==> config.mk <==
export PLATFORM = sky130hd
export DESIGN_NAME = lsu_flat
export DESIGN_NICKNAME = d
export VERILOG_FILES = /design/src/rtl/riscv_pkg.sv /design/src/rtl/lsu_if.sv /design/src/rtl/lsu_align.sv /design/src/rtl/lsu.sv /design/src/flat_wrapper.sv
export SDC_FILE = /design/constraint.sdc
export NUM_CORES = 1
export LEC_CHECK = 0
export ABC_AREA = 1
export CAP_MARGIN = 5
export CORE_MARGIN = 4
export CORE_UTILIZATION = 49
export CTS_BUF_LIST = sky130_fd_sc_hd__clkbuf_8
export CTS_CLUSTER_SIZE = 25
export DETAILED_ROUTE_END_ITERATION = 8
export PLACE_DENSITY = 0.88
export SLEW_MARGIN = 20
export SYNTH_ARGS = -nofsm -noshare
export SYNTH_HDL_FRONTEND = slang
export SYNTH_HIERARCHICAL = 1
export SYNTH_SLANG_ARGS = --single-unit
==> constraint.sdc <==
create_clock -name clk -period 7.5 [get_ports clk]
set_clock_uncertainty 0.15 [all_clocks]
set_input_delay 0.75 -clock clk [delete_from_list [all_inputs] [get_ports clk]]
set_output_delay 0.75 -clock clk [all_outputs]
set_load 0.01 [all_outputs]
==> src/rtl/riscv_pkg.sv <==
// Shared RISC-V LSU definitions: funct3 load/store encodings, FSM state type,
// access-size decode and alignment helpers.
package riscv_pkg;

  localparam logic [2:0] F3_LB  = 3'd0;
  localparam logic [2:0] F3_LH  = 3'd1;
  localparam logic [2:0] F3_LW  = 3'd2;
  localparam logic [2:0] F3_LBU = 3'd4;
  localparam logic [2:0] F3_LHU = 3'd5;
  localparam logic [2:0] F3_SB  = 3'd0;
  localparam logic [2:0] F3_SH  = 3'd1;
  localparam logic [2:0] F3_SW  = 3'd2;

  typedef enum logic [1:0] {IDLE, REQ, WAIT} lsu_state_e;

  typedef enum logic [1:0] {SZ_BYTE, SZ_HALF, SZ_WORD} lsu_size_e;

  // Unsupported encodings (3, 6, 7) fall through to word access.
  function automatic lsu_size_e f3_size(logic [2:0] f3);
    case (f3)
      F3_LB, F3_LBU: return SZ_BYTE;
      F3_LH, F3_LHU: return SZ_HALF;
      default:       return SZ_WORD;
    endcase
  endfunction

  function automatic logic f3_misaligned(logic [2:0] f3, logic [1:0] a);
    case (f3_size(f3))
      SZ_BYTE: return 1'b0;
      SZ_HALF: return a[0];
      default: return a != 2'b00;
    endcase
  endfunction

endpackage

==> src/rtl/lsu_if.sv <==
// Data-memory bus between the LSU (master) and the memory (slave).
interface lsu_if;
  logic        dmem_req;
  logic        dmem_we;
  logic [31:0] dmem_addr;
  logic [3:0]  dmem_be;
  logic [31:0] dmem_wdata;
  logic        dmem_gnt;
  logic        dmem_rvalid;
  logic [31:0] dmem_rdata;

  modport master (
    output dmem_req, dmem_we, dmem_addr, dmem_be, dmem_wdata,
    input  dmem_gnt, dmem_rvalid, dmem_rdata
  );

  modport slave (
    input  dmem_req, dmem_we, dmem_addr, dmem_be, dmem_wdata,
    output dmem_gnt, dmem_rvalid, dmem_rdata
  );
endinterface

==> src/rtl/lsu_align.sv <==
// Combinational lane logic: byte enables, store-data replication and
// load-data extraction with sign/zero extension.
module lsu_align
  import riscv_pkg::*;
(
  input  logic [2:0]  funct3,
  input  logic [1:0]  addr_lo,
  input  logic [31:0] wdata,
  input  logic [31:0] rdata,
  output logic [3:0]  be,
  output logic [31:0] wdata_lane,
  output logic [31:0] load_ext
);

  logic [31:0] shifted;
  logic [15:0] half_sel;
  logic        sign;

  // Store side: byte enables and replicated write lanes.
  always_comb begin
    be         = 4'b1111;
    wdata_lane = wdata;
    case (f3_size(funct3))
      SZ_BYTE: begin
        be         = 4'b0001 << addr_lo;
        wdata_lane = {4{wdata[7:0]}};
      end
      SZ_HALF: begin
        be         = 4'b0011 << {addr_lo[1], 1'b0};
        wdata_lane = {2{wdata[15:0]}};
      end
      default: begin
        be         = 4'b1111;
        wdata_lane = wdata;
      end
    endcase
  end

  // Load side: pick the addressed lane and extend it.
  always_comb begin
    shifted  = rdata >> {addr_lo, 3'b000};
    half_sel = addr_lo[1] ? rdata[31:16] : rdata[15:0];
    sign     = ~funct3[2];
    load_ext = rdata;
    case (f3_size(funct3))
      SZ_BYTE: load_ext = {{24{sign & shifted[7]}}, shifted[7:0]};
      SZ_HALF: load_ext = {{16{sign & half_sel[15]}}, half_sel};
      default: load_ext = rdata;
    endcase
  end

endmodule

==> src/rtl/lsu.sv <==
// Load/store unit: single outstanding access over a req/gnt/rvalid bus.
// Optional build macro LSU_MISALIGN_TRAP_EN: misaligned half/word accesses
// raise a one-cycle misaligned pulse instead of going to the bus.
module lsu
  import riscv_pkg::*;
(
  input  logic        clk,
  input  logic        rst,
  input  logic        ex_valid,
  input  logic        mem_read,
  input  logic        mem_write,
  input  logic [2:0]  funct3,
  input  logic [31:0] addr,
  input  logic [31:0] wdata,
  output logic        stall,
  output logic        load_valid,
  output logic [31:0] load_data,
  output logic        misaligned,
  lsu_if.master       dmem
);

  lsu_state_e  state, state_n;
  logic [31:0] addr_q, wdata_q;
  logic [2:0]  funct3_q;
  logic        we_q;
  logic        accept, go, rsp;
  logic [3:0]  be;
  logic [31:0] wdata_lane, load_ext;

  assign accept = (state == IDLE) & ex_valid & (mem_read ^ mem_write);
  assign rsp    = (state == WAIT) & dmem.dmem_rvalid;

`ifdef LSU_MISALIGN_TRAP_EN
  logic mis_raw;
  assign mis_raw = accept & f3_misaligned(funct3, addr[1:0]);
  assign go      = accept & ~mis_raw;

  // Misaligned pulse one cycle after the offending accept condition.
  always_ff @(posedge clk or posedge rst) begin
    if (rst) misaligned <= 1'b0;
    else     misaligned <= mis_raw;
  end
`else
  assign go         = accept;
  assign misaligned = 1'b0;
`endif

  lsu_align u_align (
    .funct3     (funct3_q),
    .addr_lo    (addr_q[1:0]),
    .wdata      (wdata_q),
    .rdata      (dmem.dmem_rdata),
    .be         (be),
    .wdata_lane (wdata_lane),
    .load_ext   (load_ext)
  );

  // State register.
  always_ff @(posedge clk or posedge rst) begin
    if (rst) state <= IDLE;
    else     state <= state_n;
  end

  // Next state and bus/stall outputs.
  always_comb begin
    state_n          = state;
    stall            = (state != IDLE) | go;
    dmem.dmem_req    = (state == REQ);
    dmem.dmem_we     = (state == REQ) & we_q;
    dmem.dmem_be     = (state == REQ) ? be : '0;
    dmem.dmem_addr   = {addr_q[31:2], 2'b00};
    dmem.dmem_wdata  = wdata_lane;
    case (state)
      IDLE:    if (go) state_n = REQ;
      REQ:     if (dmem.dmem_gnt) state_n = we_q ? IDLE : WAIT;
      WAIT:    if (dmem.dmem_rvalid) state_n = IDLE;
      default: state_n = IDLE;
    endcase
  end

  // Latch the request on accept; held stable through REQ.
  always_ff @(posedge clk or posedge rst) begin
    if (rst) begin
      addr_q   <= '0;
      wdata_q  <= '0;
      funct3_q <= '0;
      we_q     <= 1'b0;
    end else if (go) begin
      addr_q   <= addr;
      wdata_q  <= wdata;
      funct3_q <= funct3;
      we_q     <= mem_write;
    end
  end

  // Register the extracted load result and its one-cycle valid pulse.
  always_ff @(posedge clk or posedge rst) begin
    if (rst) begin
      load_valid <= 1'b0;
      load_data  <= '0;
    end else begin
      load_valid <= rsp;
      if (rsp) load_data <= load_ext;
    end
  end

endmodule

==> src/flat_wrapper.sv <==
// flat-port wrapper written by rule: the top's interface ports become plain ports
module lsu_flat import riscv_pkg::*;
  (clk, rst, ex_valid, mem_read, mem_write, funct3, addr, wdata, stall, load_valid, load_data, misaligned, dmem_dmem_req, dmem_dmem_we, dmem_dmem_addr, dmem_dmem_be, dmem_dmem_wdata, dmem_dmem_gnt, dmem_dmem_rvalid, dmem_dmem_rdata);
  lsu_if dmem_i ();
  input  logic clk;
  input  logic rst;
  input  logic ex_valid;
  input  logic mem_read;
  input  logic mem_write;
  input  logic [2:0] funct3;
  input  logic [31:0] addr;
  input  logic [31:0] wdata;
  output logic stall;
  output logic load_valid;
  output logic [31:0] load_data;
  output logic misaligned;
  output wire logic [$bits(dmem_i.dmem_req)-1:0] dmem_dmem_req;
  output wire logic [$bits(dmem_i.dmem_we)-1:0] dmem_dmem_we;
  output wire logic [$bits(dmem_i.dmem_addr)-1:0] dmem_dmem_addr;
  output wire logic [$bits(dmem_i.dmem_be)-1:0] dmem_dmem_be;
  output wire logic [$bits(dmem_i.dmem_wdata)-1:0] dmem_dmem_wdata;
  input wire logic [$bits(dmem_i.dmem_gnt)-1:0] dmem_dmem_gnt;
  input wire logic [$bits(dmem_i.dmem_rvalid)-1:0] dmem_dmem_rvalid;
  input wire logic [$bits(dmem_i.dmem_rdata)-1:0] dmem_dmem_rdata;
  assign dmem_dmem_req = dmem_i.dmem_req;
  assign dmem_dmem_we = dmem_i.dmem_we;
  assign dmem_dmem_addr = dmem_i.dmem_addr;
  assign dmem_dmem_be = dmem_i.dmem_be;
  assign dmem_dmem_wdata = dmem_i.dmem_wdata;
  assign dmem_i.dmem_gnt = dmem_dmem_gnt;
  assign dmem_i.dmem_rvalid = dmem_dmem_rvalid;
  assign dmem_i.dmem_rdata = dmem_dmem_rdata;
  lsu u_core (.clk(clk), .rst(rst), .ex_valid(ex_valid), .mem_read(mem_read), .mem_write(mem_write), .funct3(funct3), .addr(addr), .wdata(wdata), .stall(stall), .load_valid(load_valid), .load_data(load_data), .misaligned(misaligned), .dmem(dmem_i));
endmodule
==> results_tabular.tex, run 1 <==
\begin{tabular}{lr}
\hline
Metric & Value \\
\hline
\multicolumn{2}{l}{\textbf{Outcome}} \\
Outcome & completed \\
\multicolumn{2}{l}{\textbf{STA}} \\
Final setup viols & 0 \\
Fin Setup TNS & 0 ns \\
Crit share post-route & 48.8\% \\
Final Max Tran Viols & 0 \\
Worst slew pin tran & 0.900 ns \\
Worst max-slew margin expressed relative to the limit & 40.0\% \\
Setup repair after global routing missed its margin & false \\
Final number of hold-violating endpoints & 0 \\
Highest attainable clock frequency & 0.273 GHz \\
Shortest clock period the worst path allows after layout & 3.66 ns \\
\multicolumn{2}{l}{\textbf{Global route}} \\
Total congestion overflow after global routing & 0 \\
Initial antenna violation count & 0 \\
Overall routing resource usage & 24.1\% \\
Via count of the first global-routing pass & 5103 \\
Pin count of the biggest net entering global routing & 73 \\
Wire length of the first global-routing pass & 24900 um \\
\multicolumn{2}{l}{\textbf{Die}} \\
Number of I/O pins & 211 \\
Placeable core region & 10900 um2 \\
Horizontal extent of the die & 114 um \\
Vert. Die Dim & 114 um \\
Floorplan die area & 13000 um2 \\
Number of cell rows & 38 \\
Initial cell density of the core & 50.5\% \\
\multicolumn{2}{l}{\textbf{CTS}} \\
H-tree level count & 3 \\
Clk Tree Root Cell & sky130\_fd\_sc\_hd\_\_clkbuf\_8 \\
CTS clk-pin slew, worst paths & 0.10 ns \\
Max clock buf depth & 2 \\
Post-CTS resize count & 0 \\
Number of sinks handled by clock tree synthesis & 103 \\
CTS tree & done \\
Number of buffers inserted for hold repair after clock tree synthesis & 0 \\
Worst-Skew Late Latency & 0.36 ns \\
Num CTS Buffers & 9 \\
Setup Buffers After CTS & 0 \\
\multicolumn{2}{l}{\textbf{Place}} \\
Placed wire-length estimate after detailed placement & 11400 um \\
Final GP Congestion & 0.841 \\
Number of buffers added on ports & 207 \\
\multicolumn{2}{l}{\textbf{Synth}} \\
Proportion of netlist area held by the largest area contributor & 46.9\% \\
Cell type with the largest total area after synthesis & sky130\_fd\_sc\_hd\_\_dfrtp\_1 \\
Synthesis-stage register bit count & 103 \\
Total number of yosys warnings & 6 \\
Synthesized area divided by synthesized cell count & 7.54 um2 \\
Distinct cell type count of the synthesized netlist & 24 \\
Cell count after synthesis & 729 \\
Largest cells by area after synthesis & sky130\_fd\_sc\_hd\_\_dfrtp\_1 47\%, sky130\_fd\_sc\_hd\_\_nand2\_1 24\%, sky130\_fd\_sc\_hd\_\_nand3\_1 10\% \\
Sequential cell area fraction in the yosys report & 46.9\% \\
Netlist area before placement & 5490 um2 \\
\multicolumn{2}{l}{\textbf{Min path}} \\
Hold Crit Class & reg -> reg \\
Hold wc startpoint & u\_core/wdata\_q[12] \\
\multicolumn{2}{l}{\textbf{Power and ir drop}} \\
Static Leakage & 3.77 nW \\
Pwr per Cell Area & 403 nW/um2 \\
Worst supply voltage drop on vdd & 0.000236 V \\
\multicolumn{2}{l}{\textbf{Worst setup path}} \\
Worst-path fanout max & 68 \\
Worst setup path startpoint & mem\_write \\
Startpoint type of the worst setup path & primary input \\
Kind of end point of the critical path & primary output \\
CP Data Required Time & 6.60 ns \\
Critical path class & in -> out \\
R2R Path Start & u\_core/funct3\_q[1] \\
Endpoint arrival time on the critical path & 2.76 ns \\
\multicolumn{2}{l}{\textbf{Final layout}} \\
Ant diodes & 0 \\
Commonest cells after routing, fill and taps aside & 356 x sky130\_fd\_sc\_hd\_\_nand2\_1, 207 x sky130\_fd\_sc\_hd\_\_clkdlybuf4s50\_1, 115 x sky130\_fd\_sc\_hd\_\_nand3\_1, 103 x sky130\_fd\_sc\_hd\_\_dfrtp\_1, 21 x sky130\_fd\_sc\_hd\_\_inv\_1 \\
Signed area change from the synthesized netlist to the final layout & 35.3\% \\
Layout cells sized above 1 & 5.35\% \\
Core occupancy in the finished layout & 68.3\% \\
Most common cell after layout, fill and taps aside & sky130\_fd\_sc\_hd\_\_nand2\_1 \\
Final net count & 980 \\
\multicolumn{2}{l}{\textbf{Detailed routing}} \\
Post-route ant nets & 0 \\
1st-pass router iterations & 5 \\
Post-route DRC violation count & 0 \\
Vias per cell & 5.10 \\
Post-Route WL & 15900 um \\
Via total after detailed routing & 5194 \\
Routed length per placed instance & 15.6 um \\
Drt first-iter violations & 367 \\
\multicolumn{2}{l}{\textbf{Job}} \\
Max Cap Viol & 0 \\
\hline
\end{tabular}
==> worst paths after layout <==
path | end | slack, ns | cells past startpoint
worst min-delay path | u_core/wdata_q[12] | 0.33 | 2
worst max register to register | u_core/load_data[2] | 5.35 | 8
min in group asynchronous | u_core/addr_q[10] | 0.58 | 2
worst max-delay path | stall | 3.84 | 7
worst min register to register | u_core/wdata_q[12] | 0.33 | 2
max in group asynchronous | u_core/wdata_q[23] | 5.38 | 3
==> cells in the mapped netlist <==
master / n
sky130_fd_sc_hd__a21oi_1: 1
sky130_fd_sc_hd__buf_2: 18
sky130_fd_sc_hd__buf_4: 46
sky130_fd_sc_hd__buf_6: 9
sky130_fd_sc_hd__clkbuf_1: 8
sky130_fd_sc_hd__conb_1: 1
sky130_fd_sc_hd__dfrtp_1: 103
sky130_fd_sc_hd__inv_1: 21
sky130_fd_sc_hd__inv_2: 6
sky130_fd_sc_hd__inv_4: 2
sky130_fd_sc_hd__inv_6: 1
sky130_fd_sc_hd__inv_8: 1
sky130_fd_sc_hd__nand2_1: 356
sky130_fd_sc_hd__nand2_2: 5
sky130_fd_sc_hd__nand2_4: 4
sky130_fd_sc_hd__nand3_1: 115
sky130_fd_sc_hd__nand3_2: 2
sky130_fd_sc_hd__nand3_4: 2
sky130_fd_sc_hd__nand3b_1: 1
sky130_fd_sc_hd__nor2_1: 7
sky130_fd_sc_hd__nor2_4: 2
sky130_fd_sc_hd__o211ai_1: 7
sky130_fd_sc_hd__o21ai_0: 10
sky130_fd_sc_hd__o21ai_1: 1
==> cell families (layout without fill, tap and decap cells) <==
kind of cell | count (synthesis) | in the layout | synth area share (%)
AND/OR/NAND/NOR | 494 | 494 | 38.2
buffers and inverters | 112 | 260 | 12.8
flip-flops | 103 | 103 | 46.9
AO/OA/AOI/OAI | 19 | 19 | 2.05
other | 1 | 3 | 0.0683
==> critical path: stages <==
cell and delay (ns):
sky130_fd_sc_hd__clkdlybuf4s50_1 0.50, sky130_fd_sc_hd__nand2_1 0.09, sky130_fd_sc_hd__nand2_2 0.07, sky130_fd_sc_hd__buf_4 0.56
sky130_fd_sc_hd__nand2_2 0.12, sky130_fd_sc_hd__nand2_1 0.10, sky130_fd_sc_hd__clkdlybuf4s50_1 0.56
==> metal layers <==
| metal | track usage [%] | part of all wire, % | routed length, um |
|---|---|---|---|
| met2 | 41.7 | 49 | 7760 |
| met5 | 0 | 0 | 0 |
| met4 | 5.86 | 1.3 | 210 |
| met3 | 9.18 | 12 | 1840 |
| met1 | 28.3 | 38 | 6090 |
==> flip-flops by register name, summed over array words and instances, names as in the netlist <==
signal             flops
u_core/addr_q         32
u_core/funct3_q        3
u_core/load_data      32
u_core/load_valid      1
u_core/state           2
u_core/wdata_q        32
u_core/we_q            1
==> stage by stage <==
step	hold WS, ns	power (W)	setup slack (ns)	instances	instance area, um2
after floorplan	0.292	0.00197	3.90	731	5500
after global placement	0.302	0.00260	3.92	1003	7230
after detailed placement	0.309	0.00264	3.86	1003	7230
after CTS	0.332	0.00301	3.86	1019	7430
after global routing	0.354	0.00321	3.75	1019	7430
final	0.330	0.00299	3.84	1019	7430
==> where the power goes <==
part	switching (W)	internal [W]	total, W
clock	0.000196	0.000165	0.000361
combinational	0.000852	0.000782	0.00163
sequential	0.000190	0.000807	0.000997
==> area by class of cell <==
cell class | instances | area, um2
Clock buffer | 10 | 138
Clock inverter | 6 | 66.3
Fill cell | 906 | 3450
Inverter | 31 | 136
Multi-Input combinational cell | 516 | 2220
Sequential cell | 103 | 2580
Tap cell | 140 | 175
Timing Repair Buffer | 213 | 2120
No activity file was read; power rests on OpenSTA's default activity.
==> run 2: changes to the inputs <==
--- a/config.mk
+++ b/config.mk
@@ -8,11 +8,11 @@
 export ABC_AREA = 1
 export CAP_MARGIN = 5
 export CORE_MARGIN = 4
-export CORE_UTILIZATION = 49
+export CORE_UTILIZATION = 41
 export CTS_BUF_LIST = sky130_fd_sc_hd__clkbuf_8
 export CTS_CLUSTER_SIZE = 25
 export DETAILED_ROUTE_END_ITERATION = 8
-export PLACE_DENSITY = 0.88
+export PLACE_DENSITY = 0.79
 export SLEW_MARGIN = 20
 export SYNTH_ARGS = -nofsm -noshare
 export SYNTH_HDL_FRONTEND = slang
==> constraint.sdc (replaced) <==
create_clock -name clk -period 3.3 [get_ports clk]
set_clock_uncertainty 0.15 [all_clocks]
set_input_delay 0.33 -clock clk [delete_from_list [all_inputs] [get_ports clk]]
set_output_delay 0.33 -clock clk [all_outputs]
set_load 0.01 [all_outputs]
==> run 2 against run 1 <==
Effect of this change:
- design area up 0.66%
- utilization down 12 points
- worst setup slack worse by 3.4 ns
- first-iteration DRC count up 12%
- global-route usage down 2.8 points
- die area up 18%
- non-clock buffer count up 2
- clock-buffer cell count unchanged
==> results_tabular.tex, run 2 (same netlist as run 1, synthesis figures left out) <==
\begin{tabular}{lr}
\hline
Metric & Value \\
\hline
\multicolumn{2}{l}{\textbf{STA}} \\
Crit share post-route & 86.3\% \\
Post-Route Hold Slack & 0.236 ns (-0.0946 ns) \\
Slack of the critical path & 0.451 ns (-3.39 ns) \\
Worst max-slew margin expressed relative to the limit & 50.4\% (+10 points) \\
Fin Setup TNS & 0 ns (unchanged) \\
Setup repair after global routing missed its margin & false \\
Highest attainable clock frequency & 0.351 GHz \\
Final setup viols & 0 (unchanged) \\
Worst slew pin tran & 0.744 ns (-0.156 ns) \\
Final number of hold-violating endpoints & 0 (unchanged) \\
Final Max Tran Viols & 0 (unchanged) \\
Shortest clock period the worst path allows after layout & 2.85 ns \\
\multicolumn{2}{l}{\textbf{Detailed routing}} \\
1st-pass router iterations & 5 (unchanged) \\
Post-route DRC violation count & 0 (unchanged) \\
Post-route ant nets & 0 (unchanged) \\
Vias per cell & 4.90 (-3.8\%) \\
Via total after detailed routing & 5183 (-0.21\%) \\
Drt first-iter violations & 410 (+12\%) \\
Post-Route WL & 16100 um (+1.2\%) \\
Routed length per placed instance & 15.2 um (-2.4\%) \\
\multicolumn{2}{l}{\textbf{Final layout}} \\
Most common cell after layout, fill and taps aside & sky130\_fd\_sc\_hd\_\_nand2\_1 \\
Signed area change from the synthesized netlist to the final layout & 36.2\% \\
Commonest cells after routing, fill and taps aside & 356 x sky130\_fd\_sc\_hd\_\_nand2\_1, 207 x sky130\_fd\_sc\_hd\_\_clkdlybuf4s50\_1, 115 x sky130\_fd\_sc\_hd\_\_nand3\_1, 103 x sky130\_fd\_sc\_hd\_\_dfrtp\_1, 20 x sky130\_fd\_sc\_hd\_\_inv\_1 \\
Layout cells sized above 1 & 5.68\% (+0.33 points) \\
Largest registers & u\_core/addr\_q: 32 flops, u\_core/load\_data: 32 flops, u\_core/wdata\_q: 32 flops \\
Non-filler instance count after layout & 1057 (+3.7\%) \\
Final net count & 982 (+0.20\%) \\
Ant diodes & 0 (unchanged) \\
\multicolumn{2}{l}{\textbf{CTS}} \\
H-tree level count & 3 (unchanged) \\
Post-CTS resize count & 0 (unchanged) \\
Max clock buf depth & 2 (unchanged) \\
Worst-Skew Late Latency & 0.38 ns (+0.02 ns) \\
Setup Buffers After CTS & 0 (unchanged) \\
Number of sinks handled by clock tree synthesis & 103 (unchanged) \\
Number of buffers inserted for hold repair after clock tree synthesis & 0 (unchanged) \\
Clk Tree Root Cell & sky130\_fd\_sc\_hd\_\_clkbuf\_8 \\
CTS tree & done \\
Num CTS Buffers & 9 (unchanged) \\
CTS clk-pin slew, worst paths & 0.10 ns (about the same) \\
\multicolumn{2}{l}{\textbf{Die}} \\
Horizontal extent of the die & 124 um (+8.7\%) \\
Vert. Die Dim & 124 um (+8.7\%) \\
Placeable core region & 13200 um2 (+21\%) \\
Number of cell rows & 42 (+11\%) \\
Number of I/O pins & 211 (unchanged) \\
Initial cell density of the core & 41.7\% (-8.8 points) \\
Floorplan die area & 15300 um2 (+18\%) \\
\multicolumn{2}{l}{\textbf{Worst setup path}} \\
Count of cell instances traversed by the critical path & 5 (-2) \\
Worst R2R End & u\_core/load\_data[28] \\
Critical path class & reg -> out \\
Kind of end point of the critical path & primary output \\
Cell family contributing the most delay on the critical path & buffers and inverters \\
CP Data Required Time & 2.82 ns (-3.78 ns) \\
Worst path max stage delay & 0.62 ns (+0.06 ns) \\
Cell breakdown of the critical path & nor2\_4 -> buf\_4 -> nand2\_1 -> o21ai\_0 -> clkdlybuf4s50\_1 \\
Capturing instance or port of the critical path & dmem\_dmem\_wdata[13] \\
Worst setup path startpoint & u\_core/funct3\_q[1] \\
Endpoint arrival time on the critical path & 2.37 ns (-0.39 ns) \\
Cell with the biggest individual delay on the critical path & sky130\_fd\_sc\_hd\_\_clkdlybuf4s50\_1 \\
Startpoint type of the worst setup path & flop \\
Number of buffer and inverter instances along the worst setup path & 2 (-1) \\
Worst-path fanout max & 15 (-78\%) \\
Count of cells along the worst register-to-register path & 7 (-1) \\
R2R Path Start & u\_core/addr\_q[1] \\
Worst setup slack for register-to-register paths & 1.36 ns (-3.99 ns) \\
\multicolumn{2}{l}{\textbf{Min path}} \\
Hold Crit Class & in -> async \\
\multicolumn{2}{l}{\textbf{Power and ir drop}} \\
Static Leakage & 3.78 nW (+0.22\%) \\
Pwr per Cell Area & 900 nW/um2 (+120\%) \\
Worst supply voltage drop on vdd & 0.000512 V (+120\%) \\
Total power after layout & 0.00673 W (+120\%) \\
\multicolumn{2}{l}{\textbf{Place}} \\
Placement-stage worst setup slack & 0.881 ns (-2.98 ns) \\
Final GP Congestion & 0.897 (+6.6\%) \\
Placed wire-length estimate after detailed placement & 11400 um (+0.28\%) \\
Cell Count Post-Placement & 1041 (+3.8\%) \\
Number of buffers added on ports & 207 (unchanged) \\
\multicolumn{2}{l}{\textbf{Global route}} \\
Total congestion overflow after global routing & 0 (unchanged) \\
Wire length of the first global-routing pass & 25300 um (+1.8\%) \\
Overall routing resource usage & 21.3\% (-2.8 points) \\
Initial antenna violation count & 0 (unchanged) \\
Pin count of the biggest net entering global routing & 71 (-2.7\%) \\
Via count of the first global-routing pass & 4882 (-4.3\%) \\
\multicolumn{2}{l}{\textbf{Outcome}} \\
Outcome & completed \\
\multicolumn{2}{l}{\textbf{Job}} \\
Max Cap Viol & 0 (unchanged) \\
\hline
\end{tabular}
## run 2: cell types whose count changed in the layout (fill, tap and decap cells not counted), sizes merged
cell / delta
buf: +2
bufinv: -1
clkinv: +3
clkinvlp: -1
inv: -1
## run 2: layout make-up
cell class / count / area, um2
fillers: 1224 / 5710
flip-flops and latches: 103 / 2580
multi-input cells: 516 / 2220
repair buffers: 215 / 2140
well taps: 176 / 220
clock buffers: 10 / 138
inverters: 31 / 136
clock inverters: 6 / 42.5
## run 2: per-layer routing
layer  GRT usage [%]  wire [um]  share of wire (%)  up-vias
met4            8.10        292                1.8        0
li1                -          -                  -     2536
met5               0          0                  0        -
met2            32.8       7480                 46      218
met3            6.18       1630                 10       20
met1            28.4       6700                 42     2409
## run 2: where the power goes
part	switching (W)	internal (W)
combinational	0.00189	0.00179
clock	0.000460	0.000299
sequential	0.000452	0.00183
total	0.00280	0.00393
## run 2: how the worst min path moves through the flow
stage | from | end | depth (start not counted)
floorplan | u_core/funct3_q[2] | u_core/funct3_q[2] | 2
global placement | u_core/addr_q[18] | u_core/addr_q[18] | 2
detailed placement | u_core/addr_q[19] | u_core/addr_q[19] | 2
CTS | rst | u_core/state[0] | 2
global route | rst | u_core/addr_q[13] | 2
finish | rst | u_core/addr_q[2] | 2
## run 2: worst register-to-register path, cell delays in order, from the launching register on
cell	delay [ns]
sky130_fd_sc_hd__dfrtp_1	0.65
sky130_fd_sc_hd__inv_1	0.30
sky130_fd_sc_hd__nand2_1	0.15
sky130_fd_sc_hd__nand2_2	0.08
sky130_fd_sc_hd__nand3_4	0.22
sky130_fd_sc_hd__nand3_1	0.12
sky130_fd_sc_hd__nand2_1	0.11
sky130_fd_sc_hd__nand2_1	0.06
## run 2: stage by stage
step | util (%) | cell area [um2]
floorplan | - | 5500
global placement | 55.4 | 7300
detailed placement | 55.4 | 7300
CTS | 56.7 | 7480
global route | 56.7 | 7480
finish | 56.7 | 7480
==> run 3: changes to the inputs <==
--- a/config.mk
+++ b/config.mk
@@ -13,6 +13,7 @@
 export CTS_CLUSTER_SIZE = 25
 export DETAILED_ROUTE_END_ITERATION = 8
 export PLACE_DENSITY = 0.79
+export SETUP_SLACK_MARGIN = 0.3
 export SLEW_MARGIN = 20
 export SYNTH_ARGS = -nofsm -noshare
 export SYNTH_HDL_FRONTEND = slang
==> constraint.sdc (replaced) <==
create_clock -name clk -period 3.3 [get_ports clk]
set_clock_uncertainty 0.15 [all_clocks]
set_input_delay 0.495 -clock clk [delete_from_list [all_inputs] [get_ports clk]]
set_output_delay 0.495 -clock clk [all_outputs]
set_load 0.01 [all_outputs]
==> run 3 against run 2 <==
Effect of this change:
- combinational power up 2%
- die area unchanged
- global-route usage increased by 0.17 points
- critical path type unchanged
- highest routed layer unchanged
==> results_tabular.tex, run 3 (same netlist as run 1, synthesis figures left out) <==
\begin{tabular}{lr}
\hline
Metric & Value \\
\hline
\multicolumn{2}{l}{\textbf{Die}} \\
Placeable core region & 13200 um2 (unchanged) \\
Initial cell density of the core & 41.7\% (unchanged) \\
Number of cell rows & 42 (unchanged) \\
Floorplan die area & 15300 um2 (unchanged) \\
Number of I/O pins & 211 (unchanged) \\
Vert. Die Dim & 124 um (unchanged) \\
Horizontal extent of the die & 124 um (unchanged) \\
\multicolumn{2}{l}{\textbf{Detailed routing}} \\
Via total after detailed routing & 5174 (-0.17\%) \\
Post-Route WL & 16300 um (+1.5\%) \\
Drt first-iter violations & 411 (+0.24\%) \\
Post-route ant nets & 0 (unchanged) \\
Routed length per placed instance & 15.4 um (+1.1\%) \\
1st-pass router iterations & 5 (unchanged) \\
Post-route DRC violation count & 0 (unchanged) \\
Vias per cell & 4.87 (-0.64\%) \\
\multicolumn{2}{l}{\textbf{Final layout}} \\
Signed area change from the synthesized netlist to the final layout & 37.4\% \\
Final net count & 986 (+0.41\%) \\
Fillers & 1226 (+0.16\%) \\
Non-filler instance count after layout & 1062 (+0.47\%) \\
Largest registers & u\_core/addr\_q: 32 flops, u\_core/load\_data: 32 flops, u\_core/wdata\_q: 32 flops \\
Design Area, Final & 7550 um2 (+0.92\%) \\
Most common cell after layout, fill and taps aside & sky130\_fd\_sc\_hd\_\_nand2\_1 \\
Commonest cells after routing, fill and taps aside & 356 x sky130\_fd\_sc\_hd\_\_nand2\_1, 206 x sky130\_fd\_sc\_hd\_\_clkdlybuf4s50\_1, 115 x sky130\_fd\_sc\_hd\_\_nand3\_1, 102 x sky130\_fd\_sc\_hd\_\_dfrtp\_1, 20 x sky130\_fd\_sc\_hd\_\_inv\_1 \\
Layout cells sized above 1 & 6.21\% (+0.54 points) \\
\multicolumn{2}{l}{\textbf{STA}} \\
Final Max Tran Viols & 0 (unchanged) \\
Worst slew pin tran & 0.727 ns (-0.0171 ns) \\
Highest attainable clock frequency & 0.344 GHz (-1.9\%) \\
Shortest clock period the worst path allows after layout & 2.90 ns (+0.0540 ns) \\
Setup repair after global routing missed its margin & true \\
Fin Setup TNS & 0 ns (unchanged) \\
Worst max-slew margin expressed relative to the limit & 51.5\% (+1.1 points) \\
Final number of hold-violating endpoints & 0 (unchanged) \\
Final setup viols & 0 (unchanged) \\
Crit share post-route & 88.0\% (+1.6 points) \\
\multicolumn{2}{l}{\textbf{Global route}} \\
Wire length of the first global-routing pass & 25500 um (+0.57\%) \\
Initial antenna violation count & 1 (+1) \\
Overall routing resource usage & 21.5\% (+0.17 points) \\
Via count of the first global-routing pass & 4995 (+2.3\%) \\
Pin count of the biggest net entering global routing & 71 (unchanged) \\
Total congestion overflow after global routing & 0 (unchanged) \\
\multicolumn{2}{l}{\textbf{CTS}} \\
Clk Tree Root Cell & sky130\_fd\_sc\_hd\_\_clkbuf\_8 \\
Number of sinks handled by clock tree synthesis & 103 (unchanged) \\
CTS clk-pin slew, worst paths & 0.10 ns (about the same) \\
Number of buffers inserted for hold repair after clock tree synthesis & 0 (unchanged) \\
H-tree level count & 3 (unchanged) \\
Num CTS Buffers & 9 (unchanged) \\
Worst-Skew Late Latency & 0.38 ns (about the same) \\
CTS tree & done \\
Max clock buf depth & 2 (unchanged) \\
\multicolumn{2}{l}{\textbf{Outcome}} \\
Outcome & completed \\
\multicolumn{2}{l}{\textbf{Min path}} \\
Number of cells on the worst hold path & 2 \\
Hold Crit Class & reg -> reg \\
\multicolumn{2}{l}{\textbf{Place}} \\
Final GP Congestion & 0.873 (-2.6\%) \\
Cell Count Post-Placement & 1043 (+0.19\%) \\
Placed wire-length estimate after detailed placement & 11700 um (+2.6\%) \\
Placed Area & 7320 um2 (+0.22\%) \\
Number of buffers added on ports & 207 (unchanged) \\
\multicolumn{2}{l}{\textbf{Worst setup path}} \\
Count of cells along the worst register-to-register path & 8 (+1) \\
CP Data Required Time & 2.65 ns (-0.17 ns) \\
Critical path class & reg -> out \\
Endpoint arrival time on the critical path & 2.26 ns (-0.11 ns) \\
Kind of end point of the critical path & primary output \\
Startpoint type of the worst setup path & flop \\
Worst-path fanout max & 19 (+4) \\
\multicolumn{2}{l}{\textbf{Job}} \\
Max Cap Viol & 0 (unchanged) \\
\multicolumn{2}{l}{\textbf{Power and ir drop}} \\
Pwr per Cell Area & 909 nW/um2 (+0.99\%) \\
Static Leakage & 3.82 nW (+1.2\%) \\
Worst supply voltage drop on vdd & 0.000544 V (+6.3\%) \\
\hline
\end{tabular}
-- run 3: where the power goes --
group          internal (W)  switching [W]  leakage (nW)
combinational       0.00183        0.00195          2.42
sequential          0.00184       0.000419          1.30
clock              0.000376       0.000453         0.107
-- run 3: final timing paths --
| check | from | to | slack [ns] |
|---|---|---|---|
| worst max-delay path | u_core/funct3_q[1] | dmem_dmem_be[0] | 0.40 |
| max in group asynchronous | rst | u_core/addr_q[3] | 1.88 |
| worst min register to register | u_core/addr_q[25] | u_core/addr_q[25] | 0.33 |
| min in group asynchronous | rst | u_core/load_data[5] | 0.40 |
| worst max register to register | u_core/addr_q[0] | u_core/load_data[30] | 1.37 |
| worst min-delay path | u_core/addr_q[25] | u_core/addr_q[25] | 0.33 |
-- run 3: area by class of cell --
cell class | count | area [um2] | share of cell area (%)
Clock inverter | 6 | 66.3 | 0.878
Antenna cell | 1 | 2.50 | 0.0331
Clock buffer | 10 | 138 | 1.82
Timing Repair Buffer | 219 | 2180 | 28.9
Tap cell | 176 | 220 | 2.92
Multi-Input combinational cell | 516 | 2220 | 29.4
Sequential cell | 103 | 2580 | 34.2
Inverter | 31 | 138 | 1.82
-- run 3: timing repair --
action                                  4_1_cts  5_1_grt
pin swaps                                     0        1
endpoints found under the setup margin        2        9
gates resized for setup                       1        3
buffers inserted                              0        2
-- run 3: stage by stage --
stage / total power, W / util [%] / setup WS, ns / hold slack [ns]
floorplan: 0.00448 / - / 1.42 / 0.292
global placement: 0.00598 / 55.5 / 0.720 / 0.303
detailed placement: 0.00603 / 55.5 / 0.694 / 0.307
CTS: 0.00690 / 57.1 / 0.311 / 0.331
global route: 0.00741 / 57.2 / 0.253 / 0.352
finish: 0.00686 / 57.2 / 0.397 / 0.326
-- run 3: critical path, stage by stage (launching register included) --
cell	delay (ns)
sky130_fd_sc_hd__dfrtp_2	0.42
sky130_fd_sc_hd__buf_8	0.19
sky130_fd_sc_hd__inv_8	0.06
sky130_fd_sc_hd__nand2_4	0.14
sky130_fd_sc_hd__inv_4	0.07
sky130_fd_sc_hd__nand2_4	0.09
sky130_fd_sc_hd__nand2_4	0.07
sky130_fd_sc_hd__nand2_4	0.13
sky130_fd_sc_hd__inv_1	0.05
sky130_fd_sc_hd__nor2_1	0.09
sky130_fd_sc_hd__clkdlybuf4s50_1	0.56
-- run 3: per-layer routing --
layer,global-route usage [%],share of wire [%]
met5,0,0
met4,8.65,2.1
met3,5.86,9.9
met2,33.3,47
met1,28.5,41
